File: config.mk
export PLATFORM = sky130hd
export DESIGN_NAME = clk_div_prog
export DESIGN_NICKNAME = d
export VERILOG_FILES = /design/src/rtl/clk_div_prog.sv
export SDC_FILE = /design/constraint.sdc
export NUM_CORES = 1
export LEC_CHECK = 0
export CORE_AREA = 10 10 221 223
export CTS_BUF_LIST = sky130_fd_sc_hd__clkbuf_4
export DETAILED_ROUTE_END_ITERATION = 6
export DIE_AREA = 0 0 231 233
export PLACE_DENSITY = 0.62
export SYNTH_ARGS = -nofsm -noshare
export SYNTH_HDL_FRONTEND = slang
export SYNTH_SLANG_ARGS = --single-unit
File: constraint.sdc
create_clock -name clk -period 5 [get_ports clk]
set_input_delay 1 -clock clk [delete_from_list [all_inputs] [get_ports clk]]
set_output_delay 1 -clock clk [all_outputs]
set_load 0.01 [all_outputs]
File: src/rtl/clk_div_prog.sv
// rtl/clk_div_prog.sv - multi-channel runtime-programmable clock divider
// Divisor updates are staged in pending registers and swapped in only at a period boundary.
module clk_div_prog #(
    parameter int CH          = 4,
    parameter int DIV_W       = 16,
    parameter int DEFAULT_DIV = 4,
    localparam int CH_W       = (CH > 1) ? $clog2(CH) : 1
) (
    input  logic             clk,
    input  logic             rst_n,
    input  logic [CH-1:0]    en,
    input  logic             sync_restart,
    input  logic             cfg_valid,
    output logic             cfg_ready,
    input  logic [CH_W-1:0]  cfg_ch,
    input  logic [DIV_W-1:0] cfg_div,
    input  logic [DIV_W-1:0] cfg_high,
    output logic [CH-1:0]    clk_out,
    output logic [CH-1:0]    tick
);

    localparam logic [DIV_W-1:0] ONE      = DIV_W'(1);
    localparam logic [DIV_W-1:0] TWO      = DIV_W'(2);
    localparam logic [DIV_W-1:0] RST_DIV  = DIV_W'(DEFAULT_DIV);
    localparam logic [DIV_W-1:0] RST_HIGH = DIV_W'(DEFAULT_DIV >> 1);

    logic [DIV_W-1:0] div_q   [CH];
    logic [DIV_W-1:0] high_q  [CH];
    logic [DIV_W-1:0] pdiv_q  [CH];
    logic [DIV_W-1:0] phigh_q [CH];
    logic [DIV_W-1:0] cnt_q   [CH];
    logic [DIV_W-1:0] nxt     [CH];
    logic [CH-1:0]    pend_q;

    logic [CH-1:0]    wrap;
    logic [CH-1:0]    apply_cfg;
    logic [CH-1:0]    wr_sel;
    logic             cfg_in_range;
    logic [DIV_W-1:0] cfg_div_eff;
    logic [DIV_W-1:0] cfg_high_lo;
    logic [DIV_W-1:0] cfg_high_eff;

    // Out-of-range channel writes are handshaked normally and then dropped.
    always_comb begin
        cfg_in_range = 32'(cfg_ch) < 32'(CH);
        cfg_ready    = cfg_in_range ? ~pend_q[cfg_ch] : 1'b1;
    end

    always_comb begin
        cfg_div_eff  = (cfg_div < TWO) ? TWO : cfg_div;
        cfg_high_lo  = (cfg_high == '0) ? ONE : cfg_high;
        cfg_high_eff = (cfg_high_lo > cfg_div_eff - ONE) ? (cfg_div_eff - ONE) : cfg_high_lo;
    end

    // A pending config only ever comes from an earlier accept, so apply and write never collide.
    always_comb begin
        wrap      = '0;
        apply_cfg = '0;
        wr_sel    = '0;
        for (int i = 0; i < CH; i++) begin
            nxt[i]       = (cnt_q[i] == div_q[i] - ONE) ? '0 : cnt_q[i] + ONE;
            wrap[i]      = en[i] && !sync_restart && (cnt_q[i] == div_q[i] - ONE);
            apply_cfg[i] = pend_q[i] && (sync_restart || !en[i] || wrap[i]);
            wr_sel[i]    = cfg_valid && cfg_ready && cfg_in_range && (cfg_ch == CH_W'(i));
        end
    end

    always_ff @(posedge clk or negedge rst_n) begin
        if (!rst_n) begin
            for (int i = 0; i < CH; i++) begin
                div_q[i]   <= RST_DIV;
                high_q[i]  <= RST_HIGH;
                pdiv_q[i]  <= RST_DIV;
                phigh_q[i] <= RST_HIGH;
                cnt_q[i]   <= '0;
            end
            pend_q  <= '0;
            clk_out <= '0;
            tick    <= '0;
        end else begin
            for (int i = 0; i < CH; i++) begin
                if (sync_restart || !en[i]) begin
                    cnt_q[i]   <= '0;
                    clk_out[i] <= 1'b0;
                    tick[i]    <= 1'b0;
                end else begin
                    cnt_q[i]   <= nxt[i];
                    clk_out[i] <= (nxt[i] < high_q[i]);
                    tick[i]    <= (nxt[i] == '0);
                end

                if (apply_cfg[i]) begin
                    div_q[i]  <= pdiv_q[i];
                    high_q[i] <= phigh_q[i];
                    pend_q[i] <= 1'b0;
                end else if (wr_sel[i]) begin
                    pdiv_q[i]  <= cfg_div_eff;
                    phigh_q[i] <= cfg_high_eff;
                    pend_q[i]  <= 1'b1;
                end
            end
        end
    end

endmodule
==> metrics.txt, run 1 <==
outcome finished clean; Synth warnings 0; DR vias about 16k; largest family of logic cells by synthesized area simple AND/OR/NAND/NOR gates; floorplan row count 77; most frequent cells in the layout dfrtp_1 (315), nand2_1 (153), clkbuf_4 (153); RSZ-0062 raised after global routing no; Yosys reg bits 332; final core utilization 50.80%; Startpoint Class primary input; Worst Path Max Fanout 10; final non-filler cell total approximately 2.8k; pwr dens 392.8 nW/µm²; Compound-Gate Fraction of Synth Area a little under an eighth; Worst Path Arrival 5470 ps; Setup Fix Bufs, Post-CTS 0; sequential area share after synthesis between 40 and 50%; Fill cells 4,187; Max Freq between 200 and 250 MHz; die width 231 µm; dominant cells by area after synthesis dfrtp_1 (40%), ha_1 (5.4%), mux2_4 (4.5%); Starting Density 44.92%; H-tree depth 3; fin. max-slew vios 0; fin crit share between 90% and 100%; Final Hold Fails 0; CP Class in -> reg; top cell type's share of synthesized area 39.90%; Die Area 53,820 µm²; Main synth FF type dfrtp_1; Logic pwr share a little over a quarter; Reg power frac ~45%; Crit path top cell by count nand2_1; post-route ant nets 0; clk root buf clkbuf_4; Max Root-Sink Buffers 3; WP data required 5680 ps; syn avg cell area 9.749 µm²; clock share of power between 20% and 30%; initial antenna violation count 4; DR pass1 iterations 5; Crit. End Element flip-flop; cell-internal power about 5.8 mW; final WL 55.90 mm; MaxCap Viol Count 0; placed wire-length estimate ~40 mm; Worst path slowest cell or4_4; syn nets 2,160; Die Height approximately 230 µm; Gate Count Post-Synth 2,033; drt wl/cell 20.09 µm; minimum clock period 4790 ps; Psw a little under 3 mW; GRT Residual Overflow 0; mux contribution to synthesized area 11.08%; CTS Buf Count 93; maximum vdd ir drop 0.0001453 V; Adder-Cell Fraction of Synth Area about 5.4%; Clock transition at path regs 60 ps; leading cell type in the layout, fill and taps excluded dfrtp_1; final setup TNS 0 ps; cell accounting for the most synthesized area dfrtp_1; Final setup viols 0; vias in the first global route 15.64k; sw frac between 30 and 40%; Clk Latency, worst-skew pair roughly 840 ps; GPL Wtd Cong approximately 0.89; I/O pin total 51; DRC errors left 0; share of cells above drive strength 1 19.32%; WP buf/inv 4; post-synth cell types 83; Clock Sinks roughly 330; XOR/XNOR share of the synthesized area 6.319%; Core ar. 44,120 µm²; worst clock skew 81.80 ps; synthesized-area fraction occupied by and/or/nand/nor cells 17.73%; placed cell count 2,609; nets 2,239; gr usage total a little over a fifth; Synth Cell Area 19,820 µm²; hold_buf cts 0; CTS tree done; CP Cell Sequence clkdlybuf4s50_1 > or4_4 > or3_4 > nor3_4 > nand2_1 > and2_1 > inv_2 > ha_4 > nand2_2 > nor2_2 > nand2_1 > xor2_1 > ha_1 > nand4_1 > nor2_2 > nand2_1 > buf_4 > o32ai_4 > buf_12 > mux2_2 > o21ai_0; Hold WS 106.8 ps; Vias per Instance 5.624; global-route wire length before repair 88.73 mm; Hold/Removal Path Class in -> async; max_slew headroom 48.66%; Worst path max stage delay 540 ps; largest net degree at the start of global routing 140; EDFF count, synth 0; port buffer count 50; Leakage 10.39 nW; Total Power 8.804 mW; cell family with most CP delay simple AND/OR/NAND/NOR gates; Worst-Margin Slew 770.2 ps; Initial DRC Count about 1.1k; area delta synth->final 13.09%; post-synthesis async set-or-reset flop share 100.0%; # resized after CTS 0
[cell families (layout without fill, tap and decap cells)]
family                   Yosys count  in the layout
XOR/XNOR                         143            143
multiplexers                     176            176
other                              0              2
adder cells (fa/ha/maj)           85             85
flip-flops                       332            332
AO/OA/AOI/OAI                    348            348
AND/OR/NAND/NOR                  667            667
buffers and inverters            282            438
[cell usage after synthesis, types with 10 or more instances]
| library cell | n |
|---|---|
| clkbuf_1 | 95 |
| nand3_1 | 53 |
| o21ai_0 | 102 |
| or4_1 | 15 |
| mux2_1 | 31 |
| xor2_1 | 55 |
| buf_2 | 19 |
| nand2b_1 | 15 |
| or3_1 | 18 |
| dfrtp_1 | 316 |
| nand4_1 | 30 |
| nand2_1 | 154 |
| nor3_1 | 83 |
| mux2_4 | 60 |
| mux2_2 | 76 |
| nand3b_1 | 37 |
| o311ai_1 | 34 |
| ha_1 | 85 |
| nor2b_1 | 21 |
| a21oi_1 | 36 |
| nor4_1 | 22 |
| nor2_1 | 136 |
| xnor2_1 | 88 |
| inv_1 | 149 |
| a21o_1 | 22 |
| a31oi_1 | 37 |
| dfstp_2 | 16 |
| and3_1 | 21 |
| o22ai_1 | 38 |
| o21ai_1 | 10 |
[power groups by stage]
stage / registers, mW / logic [mW] / clock network, mW
2_1_floorplan: 3.66 / 1.83 / 0
3_3_place_gp: 3.95 / 2.21 / 0
3_5_place_dp: 3.97 / 2.31 / 0
4_1_cts: 3.92 / 2.32 / 2.63
5_1_grt: 4.01 / 2.59 / 2.78
6_report: 3.93 / 2.32 / 2.55
[flip-flops by register name, summed over array words and instances, names as in the netlist]
| signal | cells |
|---|---|
| pdiv_q | 64 |
| div_q | 64 |
| high_q | 64 |
| cnt_q | 64 |
| phigh_q | 64 |
| clk_out | 4 |
| pend_q | 4 |
| tick | 4 |
[per-layer routing]
metal | wire [µm] | up-vias | track usage, %
met4 | 1108 | 0 | 7.256
met1 | 25550 | 7769 | 27.91
met5 | 0 | - | 0
li1 | - | 7429 | -
met3 | 3263 | 70 | 4.332
met2 | 25980 | 383 | 32.86
[area by class of cell]
type                       count  area [µm²]  share of cell area [%]
tap                          592       740.7                   3.305
multi-input combinational   1419       10490                   46.81
sequential                   332        8329                   37.16
timing repair buffer         117        1065                   4.750
clock buffer                 153        1149                   5.124
inverter                     149       559.3                   2.495
antenna                        2       5.005                 0.02233
clock inverter                19       75.07                  0.3349
[through the flow]
stage,setup WS [ps],area (µm²)
2_1_floorplan,0.9610,19900
4_1_cts,196.7,22370
3_5_place_dp,-633.6,21150
3_3_place_gp,-588.8,21150
6_report,210.3,22410
5_1_grt,13.26,22410
[path summary, 6_finish.rpt]
check                                             from                      end  slack [ps]  cells past startpoint
worst max-delay path                        cfg_div[5]  phigh_q[32]$_DFFE_PN0P_         210                     21
worst min register to register  pdiv_q[25]$_DFFE_PN0P_    div_q[25]$_DFFE_PN0P_         440                      1
max in group asynchronous                        rst_n    div_q[58]$_DFFE_PN0P_        3700                      2
worst max register to register    div_q[1]$_DFFE_PN0P_     clk_out[3]$_DFF_PN0_         450                     16
worst min-delay path                             rst_n      cnt_q[16]$_DFF_PN0_         110                      1
min in group clk                pdiv_q[25]$_DFFE_PN0P_    div_q[25]$_DFFE_PN0P_         440                      1
Note: power is estimated with default switching activity, not from simulation.
==> inputs of run 2 (changes only) <==
==> config.mk (replaced) <==
export PLATFORM = sky130hd
export DESIGN_NAME = clk_div_prog
export DESIGN_NICKNAME = d
export VERILOG_FILES = /design/src/rtl/clk_div_prog.sv
export SDC_FILE = /design/constraint.sdc
export NUM_CORES = 1
export LEC_CHECK = 0
export ABC_AREA = 1
export CORE_AREA = 10 10 282 284
export CTS_BUF_LIST = sky130_fd_sc_hd__clkbuf_4
export DETAILED_ROUTE_END_ITERATION = 6
export DIE_AREA = 0 0 292 294
export PLACE_DENSITY = 0.4
export SYNTH_ARGS = -nofsm -noshare
export SYNTH_HDL_FRONTEND = slang
export SYNTH_SLANG_ARGS = --single-unit
==> run 2 against run 1 <==
Against the previous run:
- area after synthesis shrank 7.8%
- non-clock buffer count shrank 1
- sequential share of layout area grew 1.7 points
- utilization shrank 22 points
- worst setup slack gained 380 ps
- maximum frequency grew 8.7%
- synthesized cell count grew 17%
- sequential cell count is the same
- register-to-register slack gained 850 ps
- critical path type unchanged
==> metrics.txt, run 2 <==
cell family with most CP delay simple AND/OR/NAND/NOR gates; syn avg cell area 7.706 µm² (-21%); share of cells above drive strength 1 10.98% (-8.3 points); post-synthesis async set-or-reset flop share 100.0% (unchanged); H-tree depth 3 (unchanged); Worst path max stage delay 490 ps (-50 ps); dominant cells by area after synthesis dfrtp_1 (43%), nand2_1 (14%), o21ai_0 (7.2%); fin. max-slew vios 0 (unchanged); Die Area 85,850 µm² (+60%); DR vias 15.82k (+1.1%); Crit path top cell by count nand2_1; top cells by count, synth nand2_1 (676), dfrtp_1 (316), inv_1 (280); floorplan row count 100 (+30%); outcome finished clean; I/O pin total 51 (unchanged); vias in the first global route 15.87k (+1.5%); final WL 60.18 mm (+7.7%); die width 292 µm (+26%); Initial DRC Count 935 (-16%); final non-filler cell total 3,561 (+28%); Hold/Removal Path Class in -> async; largest net degree at the start of global routing 93 (-34%); Die Height 294 µm (+26%); Total Power 10.41 mW (+18%); CP Cell Sequence clkdlybuf4s50_1 > inv_1 > nand4_1 > nor2_1 > buf_4 > nand2_1 > nand2_1 > buf_4 > nor3_2 > nand4_1 > nor2_1 > nand2_1 > xor2_1 > ha_1 > a21oi_1 > o21ai_0 > nor3_1 > o31ai_1 > nand2_1 > inv_1 > buf_4 > o21ai_0 > o21ai_0; Hold WS 177.1 ps (+70.26 ps); DR pass1 iterations 5 (unchanged); Multi-input gate area 8486 µm² (-19%); Fill cells 8,030 (+92%); Core ar. 73,950 µm² (+68%); CP Class in -> reg; register area 8328 µm² (about the same); Synth Cell Area 18,280 µm² (-7.8%); GR peak layer met2; cell with the most instances after synthesis nand2_1; Worst Path Max Fanout 14 (+4); # resized after CTS 0 (unchanged); placed cell count 3,382 (+30%); initial antenna violation count 8 (+4); Final Hold Fails 0 (unchanged); CTS tree done; GRT Residual Overflow 0 (unchanged); clk root buf clkbuf_4; sequential area share after synthesis 45.56% (+3.5 points); post-route ant nets 0 (unchanged); fin crit share 88.10% (-7.7 points); Setup Fix Bufs, Post-CTS 0 (unchanged); CTS Buf Count 95 (+2.2%); Starting Density 24.72% (-20 points); Clk Latency, worst-skew pair 850 ps (about the same); MaxCap Viol Count 0 (unchanged); routing usage on met2 20.70% (-12 points); maximum vdd ir drop 0.0001591 V (+9.5%); Vias per Instance 4.443 (-21%); Yosys reg bits 332 (unchanged); Startpoint Class primary input; DRC errors left 0 (unchanged); leading cell type in the layout, fill and taps excluded nand2_1; Worst-Margin Slew 841.2 ps (+71.00 ps); Leakage 10.55 nW (+1.5%); global-route wire length before repair 94.43 mm (+6.4%); nets 2,637 (+18%); Main synth FF type dfrtp_1; cell accounting for the most synthesized area dfrtp_1; GPL Wtd Cong 0.8332 (-5.9%); most frequent cells in the layout nand2_1 (676), dfrtp_1 (316), inv_1 (280); WP buf/inv 6 (+2); drt wl/cell 16.90 µm (-16%); syn nets 2,499 (+16%); EDFF count, synth 0 (unchanged); met3 Resource Use GR 2.828% (-1.5 points); Worst path slowest cell clkdlybuf4s50_1; Synth warnings 0 (unchanged); worst clock skew 48.43 ps (-33.38 ps); post-synth cell types 44 (-47%); pwr dens 485.9 nW/µm² (+24%); Clock Sinks 332 (unchanged); RSZ-0062 raised after global routing no; Crit. End Element flip-flop; Worst Path Arrival 5080 ps (-390 ps); gr usage total 14.08% (-6.7 points); placed wire-length estimate 44.95 mm (+13%); minimum clock period 4405 ps (-384.4 ps); Gate Count Post-Synth 2,372 (+17%); Clock transition at path regs 70 ps (about the same); port buffer count 50 (unchanged); hold_buf cts 0 (unchanged); met1 usage 20.48% (-7.4 points); max_slew headroom 43.92% (-4.7 points); Final setup viols 0 (unchanged); WP data required 5680 ps (about the same); Max Freq 227.0 MHz (+8.7%); Max Root-Sink Buffers 3 (unchanged); top cell type's share of synthesized area 43.26% (+3.4 points); area delta synth->final 17.22%
-- run 2: cell count changes after synthesis, moves of 76 or more --
cell,before,now
o21ai_0,102,262
inv_1,149,280
mux2_2,76,0
nand2_1,154,676
nor2_1,136,263
-- run 2: area by class of cell --
type | instances | share of cell area (%)
Multi-Input combinational cell | 1673 | 39.60
Sequential cell | 332 | 38.87
Tap cell | 969 | 5.658
Clock buffer | 148 | 5.185
Inverter | 292 | 5.127
Timing Repair Buffer | 116 | 4.905
Clock inverter | 26 | 0.5956
Antenna cell | 5 | 0.05839
-- run 2: logic make-up after synthesis --
group                    count (synthesis)  synth area share [%]
AND/OR/NAND/NOR                       1157                 26.39
adder cells (fa/ha/maj)                 85                 5.818
AO/OA/AOI/OAI                          345                 9.987
XOR/XNOR                                86                 4.121
flip-flops                             332                 45.56
buffers and inverters                  367                 8.125
-- run 2: through the flow --
stage                     TNS (ps)  area (µm²)  utilization, %  worst slack, ps
after floorplan                  0       18280               -            837.6
after global placement       -8925       20170           27.28           -190.8
after detailed placement    -16430       20170           27.28           -338.6
after CTS                        0       21410           28.95            573.8
after global routing             0       21420           28.97            157.7
final                            0       21430           28.98            594.8
-- run 2: per-layer routing --
| metal | up-vias | share of wire (%) |
|---|---|---|
| li1 | 7899 | - |
| met3 | 94 | 4.7 |
| met5 | - | 0 |
| met1 | 7506 | 52 |
| met2 | 324 | 42 |
| met4 | 0 | 2.0 |
-- run 2: final timing paths --
path                                             start                     end  slack (ps)  cells after the start
max in group asynchronous                        rst_n  pdiv_q[50]$_DFFE_PN1P_        3670                      2
worst min-delay path                             rst_n       tick[3]$_DFF_PN0_         180                      1
worst max-delay path                        cfg_div[9]  phigh_q[4]$_DFFE_PN0P_         590                     23
worst min register to register  pdiv_q[31]$_DFFE_PN0P_   div_q[31]$_DFFE_PN0P_         470                      2
min in group clk                pdiv_q[31]$_DFFE_PN0P_   div_q[31]$_DFFE_PN0P_         470                      2
worst max register to register    div_q[0]$_DFFE_PN0P_    clk_out[3]$_DFF_PN0_        1300                     17
-- run 2: where the power goes --
group,switching (mW),total (mW),internal [mW],leakage [nW]
clock network,1.25,2.64,1.39,0.747
logic,2.26,3.51,1.25,5.55
registers,0.675,4.26,3.59,4.25
total,4.18,10.4,6.23,10.5
==> inputs of run 3 (changes only) <==
--- a/config.mk
+++ b/config.mk
@@ -10,6 +10,7 @@
 export CTS_BUF_LIST = sky130_fd_sc_hd__clkbuf_4
 export DETAILED_ROUTE_END_ITERATION = 6
 export DIE_AREA = 0 0 292 294
+export HOLD_SLACK_MARGIN = 0.15
 export PLACE_DENSITY = 0.4
 export SYNTH_ARGS = -nofsm -noshare
 export SYNTH_HDL_FRONTEND = slang
==> run 3 against run 2 <==
Against the previous run:
- first-iteration DRC count grew 3.7%
- total power is essentially flat
- non-clock buffer count grew 1
- combinational power is essentially flat
- critical path depth grew 2
- routed wire length is essentially flat
- largest cell class unchanged
- largest power group unchanged
- utilization is essentially flat
- global-route usage is the same
==> metrics.txt, run 3 (synthesized netlist as in run 2, its figures left out) <==
outcome finished clean; vias in the first global route 15.88k (+0.038%); DRC errors left 0 (unchanged); fin. max-slew vios 0 (unchanged); CTS Buf Count 95 (unchanged); leading cell type in the layout, fill and taps excluded nand2_1; global-route wire length before repair 94.44 mm (about the same); routing usage on met2 20.70% (unchanged); port buffer count 50 (unchanged); R2R depth 17 (unchanged); register area 8328 µm² (unchanged); Setup Fix Bufs, Post-CTS 0 (unchanged); Final setup viols 0 (unchanged); final core utilization 28.99% (about the same); Worst Path Max Fanout 14 (unchanged); max_slew headroom 44.47% (+0.55 points); CTS tree done; most frequent cells in the layout nand2_1 (676), dfrtp_1 (316), inv_1 (280); clk root buf clkbuf_4; WP data required 5680 ps (about the same); Fill cells 8,029 (-0.012%); Worst-Margin Slew 833.0 ps (-8.194 ps); Final Hold Fails 0 (unchanged); Max Freq 228.3 MHz (+0.56%); nets 2,638 (+0.038%); Core ar. 73,950 µm² (unchanged); largest net degree at the start of global routing 93 (unchanged); H-tree depth 3 (unchanged); Die Height 294 µm (unchanged); DR vias 15.78k (-0.26%); placed wire-length estimate 44.95 mm (unchanged); met1 usage 20.48% (unchanged); Clock transition at path regs 70 ps (about the same); Startpoint Class primary input; post-route ant nets 0 (unchanged); RSZ-0062 raised after global routing no; Crit. End Element flip-flop; worst reg2reg path endpoint clk_out[3]$_DFF_PN0_; reg-to-reg slack, setup 1290 ps (about the same); Die Area 85,850 µm² (unchanged); GRT Residual Overflow 0 (unchanged); DR pass1 iterations 5 (unchanged); drt wl/cell 16.90 µm (about the same); pwr dens 485.7 nW/µm² (about the same); MaxCap Viol Count 0 (unchanged); Worst Path Arrival 5060 ps (-20 ps); GPL Wtd Cong 0.8332 (unchanged); gr usage total 14.08% (unchanged); Hold/Removal Path Class reg -> reg; floorplan row count 100 (unchanged); CP Class in -> reg; I/O pin total 51 (unchanged); final setup TNS 0 ps (unchanged); Multi-input gate area 8486 µm² (unchanged); CP endpoint phigh_q[21]$_DFFE_PN0P_; maximum vdd ir drop 0.0001591 V (about the same); final non-filler cell total 3,562 (+0.028%); share of cells above drive strength 1 10.97% (about the same); RR Startpoint div_q[0]$_DFFE_PN0P_; Clk Latency, worst-skew pair 850 ps (about the same); placed cell count 3,382 (unchanged); Starting Density 24.72% (unchanged); CP Launch Point cfg_div[5]; worst clock skew 44.55 ps (-3.876 ps); initial antenna violation count 8 (unchanged); final WL 60.21 mm (about the same); area delta synth->final 17.28% (about the same); fin crit share 87.61% (-0.49 points); die width 292 µm (unchanged); Initial DRC Count 970 (+3.7%); GR peak layer met2; Max Root-Sink Buffers 3 (unchanged); Leakage 10.55 nW (about the same); Vias per Instance 4.431 (-0.29%); met3 Resource Use GR 2.828% (unchanged); Clock Sinks 332 (unchanged); minimum clock period 4381 ps (-24.64 ps)
[run 3: area by class of cell]
class                      instances  share of cell area (%)
timing repair buffer             117                   4.950
multi-input combinational       1673                   39.58
antenna                            5                 0.05837
clock inverter                    26                  0.5953
clock buffer                     148                   5.183
inverter                         292                   5.125
tap                              969                   5.656
sequential                       332                   38.85
[run 3: timing repair]
action / 4_1_cts / 5_1_grt
hold endpoints to repair: 9 / 0
hold buffers: 1 / 0
endpoints found under the setup margin: 0 / 5
resized for setup: 0 / 1
[run 3: worst min-delay path by stage]
stage                                       from                     end  slack [ps]  depth (start not counted)
after CTS                 pdiv_q[31]$_DFFE_PN0P_   div_q[31]$_DFFE_PN0P_         470                          2
after detailed placement  high_q[48]$_DFFE_PN0P_  high_q[48]$_DFFE_PN0P_         460                          2
final                     pdiv_q[31]$_DFFE_PN0P_   div_q[31]$_DFFE_PN0P_         470                          2
after global placement    pdiv_q[63]$_DFFE_PN0P_   div_q[63]$_DFFE_PN0P_         460                          2
after global routing      high_q[48]$_DFFE_PN0P_  high_q[48]$_DFFE_PN0P_         490                          2
after floorplan            high_q[0]$_DFFE_PN0P_   high_q[0]$_DFFE_PN0P_         440                          2
[run 3: worst max-delay path, cell delays in order]
cell and delay, ps:
clkdlybuf4s50_1 440, nor2_1 140, nand3_1 110, nor3_1 150
buf_4 140, nand2_1 60, nand2_1 80, ha_1 180
inv_1 60, nor3_2 350, nand2_1 110, nor2_1 180
nand3_1 110, xor2_1 160, inv_1 80, ha_1 300
nand4_1 150, buf_4 170, nor2_1 130, nand4_1 100
nand2_1 100, inv_1 90, buf_4 190, o21ai_0 360
o21ai_0 140
[run 3: metal layers]
| metal | share of wire, % | up-vias |
|---|---|---|
| met5 | 0 | - |
| met1 | 52 | 7477 |
| met3 | 4.5 | 94 |
| met4 | 2.0 | 0 |
| met2 | 42 | 310 |
| li1 | - | 7901 |
[run 3: power by group]
part	switching [mW]	leakage [nW]	internal [mW]	total, mW
registers	0.677	4.25	3.59	4.27
logic	2.26	5.56	1.25	3.51
clock network	1.25	0.747	1.39	2.64
total	4.18	10.6	6.23	10.4
[run 3: per-stage QoR]
stage	worst slack, ps	hold WS, ps	total power [mW]	instance area [µm²]
after floorplan	837.6	442.2	6.670	18280
after global placement	-190.8	464.0	7.801	20170
after detailed placement	-338.6	463.6	7.850	20170
after CTS	573.8	474.0	10.59	21420
after global routing	157.7	493.3	11.37	21430
final	619.4	467.5	10.41	21440
==> edit 1 (config.mk and constraints of run 2) <==
Add an input register stage for `cfg_high`, without a reset; this delays it by one clock. The other inputs are not delayed to match.
--- a/src/rtl/clk_div_prog.sv
+++ b/src/rtl/clk_div_prog.sv
@@ -25,4 +25,10 @@
     localparam logic [DIV_W-1:0] RST_HIGH = DIV_W'(DEFAULT_DIV >> 1);
 
+    logic [DIV_W-1:0] cfg_high_q;
+
+    always_ff @(posedge clk) begin
+        cfg_high_q <= cfg_high;
+    end
+
     logic [DIV_W-1:0] div_q   [CH];
     logic [DIV_W-1:0] high_q  [CH];
@@ -49,5 +55,5 @@
     always_comb begin
         cfg_div_eff  = (cfg_div < TWO) ? TWO : cfg_div;
-        cfg_high_lo  = (cfg_high == '0) ? ONE : cfg_high;
+        cfg_high_lo  = (cfg_high_q == '0) ? ONE : cfg_high_q;
         cfg_high_eff = (cfg_high_lo > cfg_div_eff - ONE) ? (cfg_div_eff - ONE) : cfg_high_lo;
     end
Formal check against the unedited RTL: not equivalent (Yosys sat finds a counterexample within 4 cycles, from zero or initial values and one cycle with rst_n low).
==> edit 1 against run 2 <==
Design area grew 2.0%. Area after synthesis grew 2.0%. Utilization grew 0.59 points. Routed wire length shrank 0.66%. Hold slack gained 49 ps. Sequential cell count grew 16. Power grew 1.7%. Global-route usage is essentially flat. Worst setup slack lost 95 ps. Critical path type unchanged.
==> edit 1: results (changes against run 2) <==
INFO  metric yosysSeqAreaShare = 0.464 (+0.00822)
INFO  metric number_of_hold_slack_violations_in_the_final_timing_report = 0 (unchanged)
INFO  metric placement.io_buffers = 50 (unchanged)
INFO  metric p_leak = 10.7 nW (+1.8%)
INFO  metric routed-via-count = 15800 (-0.35%)
INFO  metric place.detailed.hpwl = 45200 um (+0.64%)
INFO  metric gp_congestion = 0.843 (+1.2%)
INFO  metric result_of_the_run = finished, final reports clean
INFO  metric grt_use_total = 0.141 (-0.000206)
INFO  metric synth_area_leaders = dfrtp_1 42%, nand2_1 14%, o21ai_0 6.5%
INFO  metric max-slew-margin-rel = 0.291 (-0.149)
INFO  metric finalNetCount = 2657 (+0.76%)
INFO  metric timing.clock.skew = 39.3 ps (-9.16 ps)
INFO  metric global_route.usage.met2 = 0.225 (+0.0184)
INFO  metric firstDrtPassIters = 5 (unchanged)
INFO  metric post_synth_xor_area_fraction = 0.0404 (-0.000810)
INFO  metric post_synth_mux_area_share = 0 (unchanged)
INFO  metric syn-num-nets = 2514 (+0.60%)
INFO  metric grt_max_degree = 109 (+17%)
INFO  metric drt_iter0_markers = 901 (-3.6%)
INFO  metric grt_antenna_before_repair = 7 (-1)
INFO  metric grt_pass1_wl = 94200 um (-0.20%)
INFO  metric grt_util_met3 = 0.0280 (-0.000302)
INFO  metric clkLatencyLatePin = 840 ps
INFO  metric cpPeakStageDelay = 630 ps (+140 ps)
INFO  metric ys.flop_type = dfrtp_1
INFO  metric yosysUniqueCellTypes = 47 (+6.8%)
INFO  metric detailed_place.area = 20500 um2 (+1.7%)
INFO  metric dpl_worst_slack = -347 ps (-8.41 ps)
INFO  metric async_reset_ff_frac = 0.954 (-0.0460)
INFO  metric drive_gt1_frac = 0.116 (+0.00647)
INFO  metric final.fill_count = 7999 (-0.39%)
INFO  metric ys.warnings.count = 0 (unchanged)
INFO  metric crit_arrival = 5240 ps (+160 ps)
INFO  metric cts.clk_slew.worst_paths = 60 ps
INFO  metric wl_per_cell = 16.7 um (-1.4%)
INFO  metric most_numerous_cell_types_in_the_synthesized_netlist = 678 x nand2_1, 316 x dfrtp_1, 281 x inv_1, 257 x nor2_1, 244 x o21ai_0
INFO  metric cts-buffers-inserted = 101 (+6.3%)
INFO  metric max-vdd-ir-drop = 0.201 mV (+26%)
INFO  metric hold_path.class = in2async
INFO  metric grt_util_met1 = 0.186 (-0.0189)
INFO  metric synth-adder-area-share = 0.0570 (-0.00114)
INFO  metric synth_compound_area_frac = 0.0984 (-0.00143)
edit 1: cell count changes in the layout (fill, tap and decap cells not counted), moves of 2 or more:
| cell | run 2 | this run |
|---|---|---|
| o21ai_0 | 262 | 244 |
| o21ai_1 | 15 | 33 |
| dfxtp_1 | 0 | 16 |
| clkbuf_4 | 148 | 160 |
| nor2_1 | 263 | 257 |
| a21oi_1 | 35 | 31 |
| nor2_2 | 7 | 11 |
| diode_2 | 5 | 2 |
| clkinvlp_4 | 0 | 2 |
| nand2_1 | 676 | 678 |
| nand4_1 | 34 | 32 |
| nor3_1 | 31 | 29 |
edit 1: power breakdown:
part | internal (mW) | switching [mW] | total (mW)
combinational | 1.23 | 2.19 | 3.42
sequential | 3.68 | 0.682 | 4.36
clock | 1.50 | 1.31 | 2.81
total | 6.42 | 4.17 | 10.6
edit 1: kinds of logic after synthesis:
family	after synthesis
adder cells (fa/ha/maj)	85
AO/OA/AOI/OAI	345
flip-flops	348
buffers and inverters	368
XOR/XNOR	86
AND/OR/NAND/NOR	1155
edit 1: worst paths after layout:
kind | end | cells past startpoint | startpoint | slack (ps)
hold reg to reg | high_q[27] | 2 | phigh_q[27] | 470
max in group asynchronous | div_q[2] | 2 | rst_n | 3640
min in group clk | high_q[27] | 2 | phigh_q[27] | 470
setup reg to reg | clk_out[3] | 19 | div_q[0] | 1200
hold / removal | cnt_q[43] | 1 | rst_n | 230
setup / recovery | phigh_q[1] | 27 | cfg_div[8] | 500
edit 1: routing by layer:
metal  share of wire  up-vias
met4           0.025        2
met1            0.48     7426
met5         0.00030        -
met2            0.45      307
met3           0.044       83
li1                -     7950
edit 1: worst max-delay path: cells and delay by family:
kind,cells,cell delay [ps]
buffers and inverters,10,1630
AND/OR/NAND/NOR,12,1420
AO/OA/AOI/OAI,2,550
adder cells (fa/ha/maj),2,470
XOR/XNOR,1,150
edit 1: final cells by class:
| class | count | area, um2 | area share |
|---|---|---|---|
| multi-input combinational | 1671 | 8510 | 0.389 |
| tap | 969 | 1210 | 0.0555 |
| sequential | 348 | 8650 | 0.396 |
| timing repair buffer | 115 | 1030 | 0.0472 |
| inverter | 293 | 1100 | 0.0504 |
| antenna | 2 | 5.00 | 0.000229 |
| clock inverter | 28 | 148 | 0.00675 |
| clock buffer | 160 | 1200 | 0.0549 |
edit 1: metrics by stage:
| stage | std cells | hold WS, ps |
|---|---|---|
| 2_1_floorplan | 2387 | 442 |
| 3_3_place_gp | 3396 | 462 |
| 3_5_place_dp | 3396 | 459 |
| 4_1_cts | 3584 | 196 |
| 5_1_grt | 3585 | 302 |
| 6_report | 3586 | 226 |
==> edit 2 (config.mk and constraints of run 2) <==
Without the edit above. `DIV_W`: 16 -> 14.
--- a/src/rtl/clk_div_prog.sv
+++ b/src/rtl/clk_div_prog.sv
@@ -3,5 +3,5 @@
 module clk_div_prog #(
     parameter int CH          = 4,
-    parameter int DIV_W       = 16,
+    parameter int DIV_W       = 14,
     parameter int DEFAULT_DIV = 4,
     localparam int CH_W       = (CH > 1) ? $clog2(CH) : 1
Interface: changed (resized cfg_div and cfg_high); port bits go from 51 to 47. The function was not compared with the original's and may differ.
==> edit 2 against run 2 <==
Area after synthesis decreased by 11%. Clock skew fell by 23 ps. Sequential cell count is 40 lower. Worst setup slack worse by 18 ps. Utilization decreased by 3.1 points. Register-to-register slack gained 100 ps. Design area is 11% lower. Global-route usage shrank 2.6 points. Non-clock buffer count shrank 39. Routed wire length fell by 19%. Clock power fell by 5%. Power is 10% lower. Combinational power decreased by 12%.
==> edit 2: results (changes against run 2) <==
INFO  metric drive_gt1_frac = 0.136 (+0.0267)
INFO  metric timing.reg2reg.worst_path_depth = 17 (unchanged)
INFO  metric routed-via-count = 13500 (-14%)
INFO  metric crit_arrival = 5050 ps (-30 ps)
INFO  metric dpl_worst_slack = -201 ps (+138 ps)
INFO  metric cpPeakStageDelay = 430 ps (-60 ps)
INFO  metric syn-num-nets = 2187 (-12%)
INFO  metric critical_path.max_fanout = 12 (-2)
INFO  metric cpMaxStageDelayCell = clkdlybuf4s50_1
INFO  metric clkLatencyLatePin = 780 ps (-70 ps)
INFO  metric post_synth_mux_area_share = 0 (unchanged)
INFO  metric p_leak = 9.31 nW (-12%)
INFO  metric placement.io_buffers = 46 (-8.0%)
INFO  metric cts-buffers-inserted = 91 (-4.2%)
INFO  metric wl_per_cell = 15.1 um (-11%)
INFO  metric clockBufferDepth = 3 (unchanged)
INFO  metric grt_use_total = 0.115 (-0.0259)
INFO  metric async_reset_ff_frac = 1.00 (unchanged)
INFO  metric timing.clock.skew = 25.4 ps (-23.0 ps)
INFO  metric post_cts_resize_count = 0 (unchanged)
INFO  metric grt_max_degree = 94 (+1.1%)
INFO  metric yosysUniqueCellTypes = 52 (+18%)
INFO  metric place.detailed.hpwl = 37000 um (-18%)
INFO  metric gp_congestion = 0.884 (+6.1%)
INFO  metric max-vdd-ir-drop = 0.217 mV (+36%)
INFO  metric synth_compound_area_frac = 0.105 (+0.00507)
INFO  metric synth-adder-area-share = 0.0575 (-0.000690)
INFO  metric max-slew-margin-rel = 0.309 (-0.130)
INFO  metric grt_antenna_before_repair = 5 (-3)
INFO  metric post-place-cells = 3058 (-9.6%)
INFO  metric synth_area_leaders = dfrtp_1 42%, nand2_1 13%, o21ai_0 5.9%
INFO  metric cts.root.buffer_cell = clkbuf_4
INFO  metric drt_iter0_markers = 655 (-30%)
INFO  metric cts_setup_buffers = 0 (unchanged)
INFO  metric yosysSeqAreaShare = 0.449 (-0.00670)
INFO  metric post_synth_xor_area_fraction = 0.0471 (+0.00594)
INFO  metric finalNetCount = 2295 (-13%)
INFO  metric grt_pass1_wl = 78000 um (-17%)
INFO  metric detailed_place.area = 17900 um2 (-11%)
INFO  metric most_numerous_cell_types_in_the_synthesized_netlist = 563 x nand2_1, 276 x dfrtp_1, 254 x inv_1, 229 x nor2_1, 192 x o21ai_0
INFO  metric synthCells = 2074 (-13%)
INFO  metric drt_total_wl = 48700 um (-19%)
INFO  metric result_of_the_run = finished, final reports clean
INFO  metric cts.clk_slew.worst_paths = 60 ps
[edit 2: cell count changes after synthesis, moves of 16 or more]
cell,before,now
nand2_1,676,563
o21ai_0,262,192
dfrtp_1,316,276
nor2_1,263,229
nand3_1,90,61
inv_1,280,254
nor3_1,32,16
[edit 2: power by group]
part | total, mW | switching (mW) | internal [mW]
logic | 3.09 | 1.96 | 1.13
registers | 3.77 | 0.614 | 3.16
clock network | 2.50 | 1.10 | 1.40
[edit 2: cell families after synthesis]
| kind of cell | after synthesis |
|---|---|
| simple gates | 986 |
| buf+inv | 330 |
| compound gates | 304 |
| flops | 292 |
| xor+xnor | 87 |
| fa+ha+maj | 75 |
[edit 2: metal layers]
layer,track usage,share of wire
met3,0.0272,0.052
met4,0.0402,0.020
met5,0,0.00082
met2,0.184,0.46
met1,0.149,0.47
[edit 2: critical path: cells and delay by family]
family	cells	cell delay [ps]
and+or+nand+nor	14	2020
buffers and inverters	5	780
AOI/OAI and AO/OA	2	550
adders and majority gates	2	470
xor gates and xnor gates	1	190
[edit 2: stage by stage]
step | util | total power [mW]
2_1_floorplan | - | 6.02
3_3_place_gp | 0.243 | 6.93
3_5_place_dp | 0.243 | 6.97
4_1_cts | 0.259 | 9.59
5_1_grt | 0.259 | 10.3
6_report | 0.259 | 9.36
[edit 2: path summary, 6_finish.rpt]
check | from | end | slack [ps]
worst max-delay path | cfg_div[9] | phigh_q[12] | 580
worst min-delay path | rst_n | tick[3] | 220
worst max register to register | div_q[0] | clk_out[3] | 1400
worst min register to register | pdiv_q[38] | div_q[38] | 470
max in group asynchronous | rst_n | high_q[15] | 3780
min in group clk | pdiv_q[38] | div_q[38] | 470
[edit 2: layout make-up]
type	count	area [um2]
fill	8176	54800
multi-input combinational	1452	7660
sequential	292	7330
tap	969	1210
clock buffer	145	1090
inverter	268	1010
timing repair buffer	77	723
clock inverter	16	118
antenna	2	5.00
